**src/rtl/reg_wb_arbiter.sv**
```systemverilog
// Register-file writeback arbiter: one buffered entry each for the ALU and load paths, oldest first.
// Optional WB_PENDING_EN macro adds a registered bitmap of registers with buffered writes.
module reg_wb_arbiter #(
  parameter int DW = 32,
  parameter int AW = 5
) (
  input  logic          Clock,
  input  logic          nReset,
  input  logic          ExReq,
  input  logic [AW-1:0] ExAddr,
  input  logic [DW-1:0] ExData,
  output logic          ExAck,
  input  logic          MemReq,
  input  logic [AW-1:0] MemAddr,
  input  logic [DW-1:0] MemData,
  output logic          MemAck,
  output logic          RegWrite,
  output logic [AW-1:0] RdAddr,
  output logic [DW-1:0] RdData,
  output logic [31:0]   Pending
);

  logic          ex_vld_q, ex_vld_d, mem_vld_q, mem_vld_d;
  logic [AW-1:0] ex_addr_q, ex_addr_d, mem_addr_q, mem_addr_d;
  logic [DW-1:0] ex_data_q, ex_data_d, mem_data_q, mem_data_d;
  logic          ex_older_q, ex_older_d;
  logic          regwrite_q, regwrite_d;
  logic [AW-1:0] rdaddr_q, rdaddr_d;
  logic [DW-1:0] rddata_q, rddata_d;
  logic          grant_ex, grant_mem, ex_load, mem_load, ex_keep, mem_keep;

  always_comb begin
    // ex_older_q set means the Ex entry was accepted strictly before the Mem entry.
    grant_mem  = mem_vld_q & (~ex_vld_q | ~ex_older_q);
    grant_ex   = ex_vld_q & (~mem_vld_q | ex_older_q);

    // Writes to r0 are acknowledged and dropped, independent of buffer occupancy.
    ExAck      = nReset & ExReq & ((ExAddr == '0) | ~ex_vld_q | grant_ex);
    MemAck     = nReset & MemReq & ((MemAddr == '0) | ~mem_vld_q | grant_mem);
    ex_load    = ExAck & (ExAddr != '0);
    mem_load   = MemAck & (MemAddr != '0);
    ex_keep    = ex_vld_q & ~grant_ex;
    mem_keep   = mem_vld_q & ~grant_mem;

    ex_vld_d   = ex_load | ex_keep;
    mem_vld_d  = mem_load | mem_keep;
    ex_addr_d  = ex_load ? ExAddr : ex_addr_q;
    ex_data_d  = ex_load ? ExData : ex_data_q;
    mem_addr_d = mem_load ? MemAddr : mem_addr_q;
    mem_data_d = mem_load ? MemData : mem_data_q;

    // A same-cycle pair leaves the bit clear, so Mem wins the tie.
    ex_older_d = ex_keep & (mem_load | ex_older_q);

    regwrite_d = grant_ex | grant_mem;
    rdaddr_d   = rdaddr_q;
    rddata_d   = rddata_q;
    if (grant_mem) begin
      rdaddr_d = mem_addr_q;
      rddata_d = mem_data_q;
    end else if (grant_ex) begin
      rdaddr_d = ex_addr_q;
      rddata_d = ex_data_q;
    end
  end

  always_ff @(posedge Clock) begin
    if (!nReset) begin
      ex_vld_q   <= 1'b0;
      mem_vld_q  <= 1'b0;
      ex_older_q <= 1'b0;
      regwrite_q <= 1'b0;
      rdaddr_q   <= '0;
      rddata_q   <= '0;
    end else begin
      ex_vld_q   <= ex_vld_d;
      mem_vld_q  <= mem_vld_d;
      ex_older_q <= ex_older_d;
      regwrite_q <= regwrite_d;
      rdaddr_q   <= rdaddr_d;
      rddata_q   <= rddata_d;
    end
  end

  always_ff @(posedge Clock) begin
    ex_addr_q  <= ex_addr_d;
    ex_data_q  <= ex_data_d;
    mem_addr_q <= mem_addr_d;
    mem_data_q <= mem_data_d;
  end

  assign RegWrite = regwrite_q;
  assign RdAddr   = rdaddr_q;
  assign RdData   = rddata_q;

`ifdef WB_PENDING_EN
  logic [31:0] pend_q, pend_d;

  always_comb begin
    pend_d = '0;
    for (int i = 1; i < 32; i++) begin
      pend_d[i] = (ex_vld_d && (32'(ex_addr_d) == 32'(i))) ||
                  (mem_vld_d && (32'(mem_addr_d) == 32'(i)));
    end
  end

  always_ff @(posedge Clock) begin
    if (!nReset) pend_q <= '0;
    else         pend_q <= pend_d;
  end

  assign Pending = pend_q;
`else
  assign Pending = 32'd0;
`endif

endmodule

```
**config.mk**
```make
export PLATFORM = sky130hd
export DESIGN_NAME = reg_wb_arbiter
export DESIGN_NICKNAME = d
export VERILOG_FILES = /design/src/rtl/reg_wb_arbiter.sv
export SDC_FILE = /design/constraint.sdc
export NUM_CORES = 1
export LEC_CHECK = 0
export CAP_MARGIN = 20
export CORE_ASPECT_RATIO = 0.6
export CORE_UTILIZATION = 41
export DETAILED_ROUTE_END_ITERATION = 8
export PLACE_DENSITY = 0.83
export SYNTH_ARGS = -nofsm -noshare
export SYNTH_HDL_FRONTEND = slang
export SYNTH_SLANG_ARGS = --single-unit
```
**constraint.sdc**
```tcl
create_clock -name Clock -period 3.8 [get_ports Clock]
set_input_delay 0.76 -clock Clock [delete_from_list [all_inputs] [get_ports Clock]]
set_output_delay 0.76 -clock Clock [all_outputs]
set_load 0.01 [all_outputs]
```
# Yosys cells after proc, flatten, opt, wreduce, memory -nomap -nowiden
# Cells that the tools add are included.
# word_totals
reg_bits	115
inputBits	78
elab_cells	45
# op_classes
n_mux	4
n_bitwise	26
reduce_logical	5
# ops
operator	n
32-bit 2-to-1 mux	2
1-bit bitwise AND	11
5-bit zero test	2
5-bit 2-to-1 mux	2
1-bit bitwise OR	10
5-bit nonzero test	2
1-bit NOT	5
2-bit nonzero test	1

# Longest topological paths before layout
# logic_depth
depth_word	8
depth_mapped	6

# Least setup slack after synthesis
# OpenSTA, ideal clock, no wires.
# synth_timing
kind	input to register
from	input port nReset
to	register ex_addr_q[0] (enable)
setup_time_ps	477
arrival_time_ps	3558
required_ps	3323
setup_slack_ps	-235
stages	3
n_path_buf	1
path_cell_list	buf_2 > nand2_1 > nor3_1
# synth_via
elab_chain_cells	3
# synth_rtl
element	line_no	source
start: declaration	8	input logic nReset,
1-bit bitwise AND (2 in series)	38	ExAck = nReset & ExReq & ((ExAddr == '0) | ~ex_vld_q | grant_ex);
1-bit bitwise AND	40	ex_load = ExAck & (ExAddr != '0);
via ex_load	30	logic grant_ex, grant_mem, ex_load, mem_load, ex_keep, mem_keep;
end signal: assignment	86	ex_addr_q <= ex_addr_d;
end: declaration	24	logic [AW-1:0] ex_addr_q, ex_addr_d, mem_addr_q, mem_addr_d;
# The timed path passes the listed nets, and every way through them passes these cells.
# A chain may end at the register's enable or synchronous reset.

# Final worst setup path
# layout_timing
from	input port ExAddr[0]
to	output port ExAck
# layout_via
elab_chain_cells	4
# layout_rtl
element	line_no	source
start: declaration	10	input logic [AW-1:0] ExAddr,
5-bit zero test	38	
1-bit bitwise OR (2 in series)	38	
1-bit bitwise AND	38	
end: declaration	12	output logic ExAck,
# No other way between the ends.

==> metrics.txt <==
Switching Share=22.5%; via count=between 2000 and 3000; crit path kind=in2out; Gate power share=10.4%; Hold Buf Count CTS=0; postcts setup bufs=0; Req. time, crit path=3.04 ns; Slew HR=28.1%; num ports=150; max_cap viols=0; Final Cycle Share=88.7%; H-tree Lvls=4; total power divided by cell area=about 540 nW/um^2; Area Growth Syn to Fin=36.8%; Nets=537; remaining antenna violation count after routing=0; sw power=746 uW; share of layout cells above drive strength 1=15.7%; Slew @ Worst Pin=1.08 ns; Clk Latency, worst-skew pair=0.41 ns; fin cells=611; minimum clock period=3.37 ns; Final Skew=0.00906 ns; HP Class=reg2reg; Syn Inst Count=roughly 340; final hold violations=0; Ys Warns=0; Slew Limit Fails=0; clk sinks=between 100 and 150; area share of the largest cell type after synthesis=approximately half; Clock Path Buffers=2; area taken by multi-input logic gates=between 1000 and 1500 sq um; # rows=29; Clock Power Share=46.0%; CTS root buf=clkbuf_16; first-pass iteration count of the detailed router=4; Util after Layout=58.1%; biggest area consumer among synthesized cells=edfxtp_1; CTS tree=built; DR iter-0 viols=198; die height=83.4 um; dpl cell area=approximately 5600 sq um; Worst-path clk slew=0.05 ns; Avg Cell Area, Syn=13.3 sq um; internal power=2.58 mW; Netlist cell types=27; Antenna Cells=0; hpwl dp=6470 um; status=finished, final reports clean; Sum Neg Setup Slack=0 ns; WP data arrival=2.61 ns; Post-Route WL=10100 um; sequential power share=43.6%; element type at the critical path start=input pin; TritonCTS buffer count=17; initial antenna violation count=0; sequential share of the synthesized area=approximately 67%; die width=138 um; Max VDD drop=0.332 mV; post-DR wirelength/cell=16.5 um; largest net degree at the start of global routing=38; Seq. cell area=approximately 3000 sq um; GP Congestion=about 0.76; Worst setup EP type=primary output; vias in the first global route=2895; post-CTS sizing=0; DRC=0; FF+latch count, synth=115; Leak=2.27 nW; fin area=~6200 sq um; GRT Residual Overflow=0; Global Route Usage Sum=18.4%; drt via density=4.83; Initial Utilization=42.4%; RSZ-0062 raised after global routing=no; fillers=863; IO buf count=117; Fmax=a little under 300 MHz; Worst Path Max Fanout=3; DIE AREA=11500 sq um; Inst Count DP=just under 600; Cell Area, Synth=4530 sq um; setup violators final=0; synth top area cells=edfxtp_1 49%, dfxtp_1 18%, nor3_2 6.6%, buf_4 5.8%, nor3_1 4.4%; core area=10700 sq um; first-pass GRT wire length=between 15000 and 20000 um
[worst max-delay path, cell delays in order]
cell and delay, ns:
clkdlybuf4s50_1 0.44, or4_4 0.56, nor2_4 0.14, o311a_1 0.17, clkdlybuf4s50_1 0.53
[flip-flops by register name (all words and copies together), names as in the netlist]
| signal | count |
|---|---|
| RdAddr | 5 |
| RdData | 32 |
| RegWrite | 1 |
| ex_addr_q | 5 |
| ex_data_q | 32 |
| ex_older_q | 1 |
| ex_vld_q | 1 |
| mem_addr_q | 5 |
| mem_data_q | 32 |
| mem_vld_q | 1 |
[area by class of cell]
type	count	area share, %
timing repair buffer	122	19.7
multi-input combinational	203	19.1
sequential	115	49.1
clock inverter	11	1.78
tap	139	2.81
clock buffer	21	7.43
[logic make-up after synthesis]
kind of cell / share of synthesized area [%]
flops: 67.2
other cells: 0.0828
compound gates: 6.44
buf+inv: 9.62
simple gates: 16.7
[layer usage]
metal  share of wire (%)  global-route usage (%)
met1                  47                    23.6
met4                 1.4                    8.09
met5                   0                       0
met2                  43                    27.5
met3                 8.9                    7.33
[cells in the final DEF (no fill, tap or decap), types with 5 or more instances in the layout]
master	synthesis	routed
clkdlybuf4s50_1	0	116
edfxtp_1	74	74
dfxtp_1	41	41
nor3_1	40	39
nor2_1	39	38
conb_1	1	32
nor3_2	30	30
o21ai_1	28	28
clkbuf_16	0	17
nand2_1	5	5
o21ai_0	5	5
[path summary, 6_finish.rpt]
kind                    from    endpoint  slack [ns]  depth (start not counted)
setup reg to reg    ex_vld_q   RdData[5]        1.79                          4
hold / removal    RdData[10]  RdData[10]        0.53                          2
hold reg to reg   RdData[10]  RdData[10]        0.53                          2
setup / recovery   ExAddr[0]       ExAck        0.43                          5
[synthesized netlist by cell type]
library cell / n
nor3_2: 30
clkbuf_1: 3
nor2b_1: 3
o221ai_1: 3
o211ai_2: 1
buf_4: 35
buf_2: 3
a211oi_1: 3
o21ai_2: 2
and2_1: 1
or4_4: 2
o21ai_1: 28
o311a_1: 1
dfxtp_1: 41
nand2_1: 5
conb_1: 1
o21ai_0: 5
edfxtp_1: 74
nor2_1: 39
nor2_4: 2
o2bb2ai_1: 1
a21bo_1: 1
buf_6: 13
and3_1: 2
nor3_1: 40
or2_1: 1
a21boi_4: 1
[power by group through the flow]
stage / clock (mW) / sequential [mW] / combinational, mW
6_report: 1.53 / 1.45 / 0.346
5_1_grt: 1.60 / 1.45 / 0.377
4_1_cts: 1.55 / 1.45 / 0.347
3_5_place_dp: 0 / 1.47 / 0.344
3_3_place_gp: 0 / 1.47 / 0.335
2_1_floorplan: 0 / 1.48 / 0.180
[stage by stage]
stage	power [mW]	hold WS [ns]	worst slack, ns
5_1_grt	3.43	0.555	0.395
2_1_floorplan	1.66	0.479	0.780
6_report	3.32	0.535	0.429
3_3_place_gp	1.80	0.504	0.473
3_5_place_dp	1.82	0.520	0.424
4_1_cts	3.35	0.538	0.436
Note: power is estimated with default switching activity, not from simulation.
